$ cat config.mk
export PLATFORM = sky130hd
export DESIGN_NAME = imem_loader
export DESIGN_NICKNAME = d
export VERILOG_FILES = /design/src/rtl/imem_loader_pkg.sv /design/src/rtl/word_packer.sv /design/src/rtl/imem_loader.sv
export SDC_FILE = /design/constraint.sdc
export NUM_CORES = 1
export LEC_CHECK = 0
export BUFFER_PORTS_ARGS = -buffer_cell sky130_fd_sc_hd__clkbuf_2
export CAP_MARGIN = 25
export CELL_PAD_IN_SITES_DETAIL_PLACEMENT = 1
export CELL_PAD_IN_SITES_GLOBAL_PLACEMENT = 1
export CORE_ASPECT_RATIO = 0.7
export CORE_MARGIN = 2
export CORE_UTILIZATION = 41
export CTS_BUF_LIST = sky130_fd_sc_hd__clkbuf_4 sky130_fd_sc_hd__clkbuf_8
export DETAILED_ROUTE_END_ITERATION = 10
export PLACE_DENSITY = 0.74
export SYNTH_ARGS = -nofsm -noshare
export SYNTH_HDL_FRONTEND = slang
export SYNTH_SLANG_ARGS = --single-unit
$ cat constraint.sdc
create_clock -name clk -period 3.9 [get_ports clk]
set_input_delay 0.39 -clock clk [delete_from_list [all_inputs] [get_ports clk]]
set_output_delay 0.39 -clock clk [all_outputs]
set_load 0.01 [all_outputs]
$ cat src/rtl/imem_loader_pkg.sv
// Shared definitions for the boot-time instruction loader: FSM state
// encoding and the framing constants of the byte stream.
package imem_loader_pkg;

   typedef enum logic [2:0] {
      ST_IDLE = 3'd0,
      ST_LEN  = 3'd1,
      ST_DATA = 3'd2,
      ST_CSUM = 3'd3,
      ST_DONE = 3'd4,
      ST_ERR  = 3'd5
   } state_e;

   // Stream framing: 2-byte length header, 4 bytes per word, 1 checksum byte.
   localparam int unsigned LEN_BYTES      = 2;
   localparam int unsigned CSUM_BYTES     = 1;
   localparam int unsigned BYTES_PER_WORD = 4;

endpackage

$ cat src/rtl/word_packer.sv
// Packs an MSB-first byte stream into 32-bit words. word_o is valid in the
// cycle word_done_o is high, which is the cycle the 4th byte is accepted.
module word_packer
   import imem_loader_pkg::*;
(
   input  logic        clk,
   input  logic        reset,
   input  logic        clr_i,
   input  logic        en_i,
   input  logic [7:0]  byte_i,
   output logic [31:0] word_o,
   output logic        word_done_o
);

   logic [23:0] shift_q, shift_d;
   logic [1:0]  cnt_q, cnt_d;

   // Next-state: shift in a byte when enabled; clear restarts word alignment.
   always_comb begin
      shift_d = shift_q;
      cnt_d   = cnt_q;
      if (clr_i) begin
         cnt_d = '0;
      end else if (en_i) begin
         shift_d = {shift_q[15:0], byte_i};
         cnt_d   = cnt_q + 2'd1;
      end
   end

   // The current byte completes the word, so it is concatenated directly.
   always_comb begin
      word_o      = {shift_q, byte_i};
      word_done_o = en_i && !clr_i && (cnt_q == 2'(BYTES_PER_WORD - 1));
   end

   // Shift register and byte counter.
   always_ff @(posedge clk or posedge reset) begin
      if (reset) begin
         shift_q <= '0;
         cnt_q   <= '0;
      end else begin
         shift_q <= shift_d;
         cnt_q   <= cnt_d;
      end
   end

endmodule

$ cat src/rtl/imem_loader.sv
// Boot-time instruction loader: receives length + big-endian words + XOR
// checksum over a byte handshake, writes each word into instruction memory
// and releases the core reset only once the checksum has been verified.
//
// Handshake: a byte transfers on a rising clk edge where byte_vld_i and
// byte_rdy_o are both 1. byte_rdy_o is decoded from the state register only
// (1 in LEN/DATA/CSUM), never from byte_vld_i; the sender must hold byte_i
// stable while byte_vld_i=1 and the byte has not yet been accepted.
module imem_loader
   import imem_loader_pkg::*;
#(
   parameter logic [31:0] BASE_ADDR = 32'h0000_0000,
   parameter int unsigned MAX_WORDS = 256
) (
   input  logic        clk,
   input  logic        reset,
   input  logic        start_i,
   input  logic        byte_vld_i,
   input  logic [7:0]  byte_i,
   output logic        byte_rdy_o,
   output logic        wr_en_imem_o,
   output logic [31:0] wr_addr_imem_o,
   output logic [31:0] wr_instr_imem_o,
   output logic        core_reset_o,
   output logic        done_o,
   output logic        err_o
);

   state_e      state_q, state_d;
   logic [1:0]  byte_cnt_q, byte_cnt_d;
   logic [15:0] len_q, len_d;
   logic [15:0] idx_q, idx_d;
   logic [7:0]  csum_q, csum_d;
   logic        wr_en_q, wr_en_d;
   logic [31:0] wr_addr_q, wr_addr_d;
   logic [31:0] wr_instr_q, wr_instr_d;
   logic        core_reset_q, core_reset_d;
   logic        done_q, done_d;
   logic        err_q, err_d;

   logic        accept;
   logic [15:0] hdr_len;
   logic        pk_clr, pk_en, pk_done;
   logic [31:0] pk_word;

   word_packer u_word_packer (
      .clk         (clk),
      .reset       (reset),
      .clr_i       (pk_clr),
      .en_i        (pk_en),
      .byte_i      (byte_i),
      .word_o      (pk_word),
      .word_done_o (pk_done)
   );

   // Ready decode and header assembly (header bytes shift in MSB first).
   always_comb begin
      byte_rdy_o = (state_q == ST_LEN) || (state_q == ST_DATA) || (state_q == ST_CSUM);
      accept     = byte_vld_i && byte_rdy_o;
      hdr_len    = {len_q[7:0], byte_i};
   end

   // FSM next-state plus counter, checksum and output register updates.
   always_comb begin
      state_d      = state_q;
      byte_cnt_d   = byte_cnt_q;
      len_d        = len_q;
      idx_d        = idx_q;
      csum_d       = csum_q;
      wr_en_d      = 1'b0;
      wr_addr_d    = wr_addr_q;
      wr_instr_d   = wr_instr_q;
      core_reset_d = core_reset_q;
      done_d       = done_q;
      err_d        = err_q;
      pk_clr       = 1'b0;
      pk_en        = 1'b0;
      unique case (state_q)
         ST_IDLE, ST_DONE, ST_ERR: begin
            if (start_i) begin
               state_d      = ST_LEN;
               byte_cnt_d   = '0;
               len_d        = '0;
               idx_d        = '0;
               csum_d       = '0;
               core_reset_d = 1'b1;
               done_d       = 1'b0;
               err_d        = 1'b0;
               pk_clr       = 1'b1;
            end
         end
         ST_LEN: begin
            if (accept) begin
               len_d = hdr_len;
               if (byte_cnt_q == 2'(LEN_BYTES - 1)) begin
                  byte_cnt_d = '0;
                  if ((hdr_len == 16'd0) || (32'(hdr_len) > MAX_WORDS)) begin
                     state_d = ST_ERR;
                     err_d   = 1'b1;
                  end else begin
                     state_d = ST_DATA;
                  end
               end else begin
                  byte_cnt_d = byte_cnt_q + 2'd1;
               end
            end
         end
         ST_DATA: begin
            if (accept) begin
               csum_d = csum_q ^ byte_i;
               pk_en  = 1'b1;
               if (pk_done) begin
                  wr_en_d    = 1'b1;
                  wr_addr_d  = BASE_ADDR + 32'({idx_q, 2'b00});
                  wr_instr_d = pk_word;
                  idx_d      = idx_q + 16'd1;
                  if ((idx_q + 16'd1) == len_q) begin
                     state_d = ST_CSUM;
                  end
               end
            end
         end
         ST_CSUM: begin
            if (accept) begin
               if (byte_cnt_q == 2'(CSUM_BYTES - 1)) begin
                  byte_cnt_d = '0;
                  if (byte_i == csum_q) begin
                     state_d      = ST_DONE;
                     done_d       = 1'b1;
                     core_reset_d = 1'b0;
                  end else begin
                     state_d = ST_ERR;
                     err_d   = 1'b1;
                  end
               end else begin
                  byte_cnt_d = byte_cnt_q + 2'd1;
               end
            end
         end
         default: begin
            state_d = ST_IDLE;
         end
      endcase
   end

   // State and output registers; reset holds the core and clears the port.
   always_ff @(posedge clk or posedge reset) begin
      if (reset) begin
         state_q      <= ST_IDLE;
         byte_cnt_q   <= '0;
         len_q        <= '0;
         idx_q        <= '0;
         csum_q       <= '0;
         wr_en_q      <= 1'b0;
         wr_addr_q    <= '0;
         wr_instr_q   <= '0;
         core_reset_q <= 1'b1;
         done_q       <= 1'b0;
         err_q        <= 1'b0;
      end else begin
         state_q      <= state_d;
         byte_cnt_q   <= byte_cnt_d;
         len_q        <= len_d;
         idx_q        <= idx_d;
         csum_q       <= csum_d;
         wr_en_q      <= wr_en_d;
         wr_addr_q    <= wr_addr_d;
         wr_instr_q   <= wr_instr_d;
         core_reset_q <= core_reset_d;
         done_q       <= done_d;
         err_q        <= err_d;
      end
   end

   // Registered outputs.
   always_comb begin
      wr_en_imem_o    = wr_en_q;
      wr_addr_imem_o  = wr_addr_q;
      wr_instr_imem_o = wr_instr_q;
      core_reset_o    = core_reset_q;
      done_o          = done_q;
      err_o           = err_q;
   end

endmodule

* Word level (Yosys, flattened, before mapping)
Index checks and enable logic that the tools add are counted.
** Storage, ports and cells
- Input bits :: 12
- Register bits :: 123
- Logic and storage cells :: 116
** Cells by class
- Magnitude comparators :: 1
- Reduce and logical (&&, ||, !) cells :: 25
- Bitwise gates (word level) :: 2
- Equality and inequality tests :: 20
- Add/subtract/negate cells :: 3
- Multiplexer cells :: 52
** Operators with widths (number)
- two-way mux 16 bit :: 4
- one-hot mux 16 bit (2 select lines) :: 2
- two-way mux 3 bit :: 9
- two-way mux 1 bit :: 22
- adder 16 x 1 -> 16 bit (second input constant) :: 1
- equality test 16 bit :: 1
- > comparator 16 x 9 -> 1 bit (second input constant) :: 1
- logical NOT 16 bit :: 1
- two-way mux 8 bit :: 2
- one-hot mux 8 bit (2 select lines) :: 1
- AND reduction 8 bit :: 2
- two-way mux 2 bit :: 7
- inequality test 2 bit (second input constant) :: 6
- one-hot mux 3 bit (4 select lines) :: 1
- inequality test 2 x 1 -> 1 bit (second input constant) :: 5
- AND reduction 3 bit :: 3
- equality test 8 bit :: 1
- AND reduction 4 bit :: 2
- nonzero test 2 bit :: 4
- bitwise XOR 8 bit :: 1
- equality test 3 x 2 -> 1 bit (second input constant) :: 2
- equality test 3 bit (second input constant) :: 2
- one-hot mux 2 bit (3 select lines) :: 1
- AND reduction 5 bit :: 1
- 15 further kinds :: 21

* Logic depth before layout (Yosys ltp)
- Depth after elaboration :: 11
- Mapped depth :: 9

* Hierarchy
A second synthesis with hierarchy kept.
** Second synthesis, totals
- Cell total of the unflattened synthesis :: 619
- Area total of the unflattened synthesis :: 6062.1 sq um
** Modules (own cells, without submodules)
- imem_loader :: cells an instance 550, sequential area each 2428.6 sq um, instances 1, area each 4895.9 sq um
- word_packer :: cells an instance 69, sequential area each 650.6 sq um, instances 1, area each 1166.1 sq um

* Worst setup path after synthesis
Ideal clock, no wire load.
- Kind :: register to register
- Start :: register idx_q[4]
- End :: register state_q[0]
- Stages on the path, launching flop included :: 9
- Setup slack :: 1.293 ns
- Library setup time :: 0.125 ns
- Arrival time :: 2.482 ns
- Required time :: 3.775 ns
- Cell sequence :: dfrtp_1 > clkbuf_1 > nand3_1 > nor4_1 > xnor2_1 > o211ai_1 > or4_1 > o21a_1 > mux2_4
** On the way
- Longest elaborated chain between the ends :: 4
** RTL lines
- start: declaration :: line imem_loader.sv:32 : logic [15:0] idx_q, idx_d;
- start signal: assignment :: line imem_loader.sv:164 : idx_q <= idx_d;
- adder 16 x 1 -> 16 bit :: line imem_loader.sv:117 : if ((idx_q + 16'd1) == len_q) begin
- equality test 16 bit :: line imem_loader.sv:117
- inequality test 2 x 1 -> 1 bit (no source line)
- AND reduction 8 bit (no source line)
- end signal: assignment :: line imem_loader.sv:161 : state_q <= state_d;
- end: declaration :: line imem_loader.sv:29 : state_e state_q, state_d;
No other way between the ends.
A chain may end at the register's enable or synchronous reset.

* Worst setup path in the final report
- Start :: register idx_q[8]
- End :: register state_q[0]
Same word-level chain as after synthesis.

==> impl_metrics.ini <==
[setup_path]
reg_to_reg_setup_timing_slack_ps = 820
critical_path_required_ps = 4220
setup_crit_start_kind = flop
end_kind = flop
critical_path.max_fanout = 14
arrival_ps = 3390
crit_type = reg2reg
timing.critical_path.from = idx_q[8]
rr_startpoint = idx_q[8]

[synth]
synth.distinct_cells = 49
synth_largest_type_area_fraction_pct = 52.60
most_repeated_cell_in_the_gate_level_netlist_after_synthesis = nand2_1
synth_area_leader_cell = dfrtp_1
synth_warnings = 0
synthArstFlopShare_pct = 100.0
syn_area_per_cell_sq_um = 9.377
synth_flop_cell = dfrtp_1
synth_edf_count = 0
synth_area_leaders = dfrtp_1, nand2_1, mux2_2
synth.cell_area_sq_um = 5804
post_synth_inst_count = 619
ys_ff_latch = 123
ys_top_cells_by_count = nand2_1, dfrtp_1, o21ai_0
yosysSeqAreaShare_pct = 53.05

[power]
power.total_uw = 3433
power.leakage_uw = 0.003363
vdd_ir_drop_max_mv = 0.2723
power.density_nw_per_um2 = 513.7

[floorplan]
initial_core_util_pct = 41.84
die_width_microns = 146.2
ioPinCount = 81
die-area_sq_um = 15140
coreArea_sq_um = 13870
core.rowCount = 36
die_boundary_height_microns = 103.6

[sta]
grt_setup_unrepaired = false
max_slew.worst_pin.slew_ps = 843.0
max-slew-margin-rel_pct = 43.80
final_hold_viol_count = 0
fin_worst_hold_slack_ps = 258.6
final_total_negative_setup_slack_ps = 0
layout_min_cycle_time_ps = 3075
clock_skew_ps = 18.04
min_period_over_period_pct = 78.85
setup_viol = 0
finalMaxSlewViolations = 0
achievable-frequency_ghz = 0.3252

[placed_design]
place_hpwl_mm = 10.50
gpl.final_weighted_congestion = 0.8473
placement.io_buffers = 64

[global_routing]
grt_usage_pct = 21.02
grt-ovfl-total = 0
vias_in_the_first_global_route = 4846
grt_start_max_net_pins = 74
number_of_antenna_violations_at_the_first_check_in_global_routing = 0
wire_length_of_the_first_global_routing_pass_mm = 25.36

[clock_network]
clock_tree.root_cell = clkbuf_8
cts-htree-levels = 4
worst_skew_pair.late_latency_ps = 440
cts_tree = done
cts.path.max_buffers = 2
cts_sinks = 123
path_clk_slew_ps = 80
post_cts_setup_buffer_count = 0
cts_resized = 0
cts_inserted_buffers = 17

[drt]
detail_route.wirelength.met1_mm = 7.473
remaining_drc_errors = 0
routed-via-count = 4598
initialDrtViolationCount = 181
first_pass_iters = 4
post_drt_via_cell_ratio = 5.213
drt_wl_total_mm = 15.24
drt-wirelength-per-cell_microns = 17.27
top_layer_used = met4
met3_length_microns = 580
met2WireLength_mm = 6.980
ant_nets = 0

[layout]
layout-drive-gt1-share_pct = 20.52
fillerInstances = 1629
layout.core_utilization_pct = 48.16
design.final.nets = 696
syn_to_final_growth_pct = 15.11
antennaDiodeCount = 0

[outcome]
run_status = complete, no violations

[hold_path]
holdCritPathClass = in2reg
min-delay-start = byte_i[0]

[flow_run]
cap_viol_max_count = 0
## path summary, 6_finish.rpt
check,endpoint,depth (start not counted)
setup / recovery,state_q[0],7
hold / removal,wr_instr_imem_o[0],3
setup reg to reg,state_q[0],7
hold reg to reg,wr_instr_imem_o[30],2
max in group asynchronous,core_reset_o,5
min in group asynchronous,wr_addr_imem_o[14],3
## routing by layer
metal	GRT usage [%]	vias to the layer above
met5	0	-
met1	30.24	2324
li1	-	2159
met3	3.877	19
met2	32.35	96
met4	6.796	0
## worst max-delay path, stage by stage (launching register included)
cell and delay [ps]:
dfrtp_1 590, nand4_1 320, nor4_1 640, xnor2_1 200, o211ai_1 120, or4_1 500, o21a_1 270, mux2_4 320
## registers in the layout, summed over array words and instances (netlist names), 3 cells and up
signal / count
state_q: 3
wr_addr_imem_o: 16
wr_instr_imem_o: 32
u_word_packer.shift_q: 24
idx_q: 16
csum_q: 8
len_q: 16
## power breakdown
part | switching, uW | internal (uW)
Combinational | 441 | 292
Sequential | 160 | 1400
Clock | 559 | 577
## area by class of cell
cell class                      count  area (sq um)  share of cell area [%]
Sequential cell                   123          3079                   46.09
Multi-Input combinational cell    438          2447                   36.63
Timing Repair Buffer               75         425.4                   6.367
Tap cell                          190         237.7                   3.558
Clock buffer                       17         234.0                   3.502
Clock inverter                     15         165.2                   2.472
Inverter                           24         92.59                   1.386
## kinds of logic after synthesis
group,Yosys count,share of synthesized area (%)
adders and majority gates,5,1.078
AOI/OAI and AO/OA,95,9.679
DFF,123,53.05
and+or+nand+nor,268,20.67
buffers and inverters,73,5.842
other,1,0.06461
xor gates and xnor gates,23,3.471
muxes,31,6.144
## metrics by stage
stage	instances	setup WS (ps)	area [sq um]
2_1_floorplan	634	240.8	5861
3_3_place_gp	848	1093	6245
3_5_place_dp	849	874.3	6272
4_1_cts	882	858.5	6681
5_1_grt	882	631.2	6681
6_report	882	824.9	6681
## layout by cell type (no fill, tap or decap), types with 2 or more instances in the layout
cell type / count
nand3_1: 24
inv_6: 4
a21oi_1: 14
nor3b_1: 2
o211ai_1: 2
dfrtp_1: 122
clkbuf_2: 64
clkbuf_8: 17
o21ai_0: 51
a31oi_1: 5
and4_1: 4
nor2b_1: 18
o22ai_1: 2
nand2_1: 171
o21a_1: 3
conb_1: 16
a22o_1: 4
nor4_1: 7
bufinv_16: 2
nor2_1: 18
inv_1: 22
clkinv_4: 4
xor2_1: 7
and2_1: 2
clkinvlp_4: 4
mux2_2: 25
nand3b_1: 2
nor3_1: 4
mux2i_1: 3
buf_4: 9
nand4_1: 6
mux2_4: 3
ha_1: 5
o31ai_1: 6
or4_1: 2
xnor2_1: 16
## timing repair
action,4_1_cts,5_1_grt
endpoints found under the hold margin,17,0
endpoints found under the setup margin,0,0
hold buffers,1,0
No activity file was read; power rests on OpenSTA's default activity.
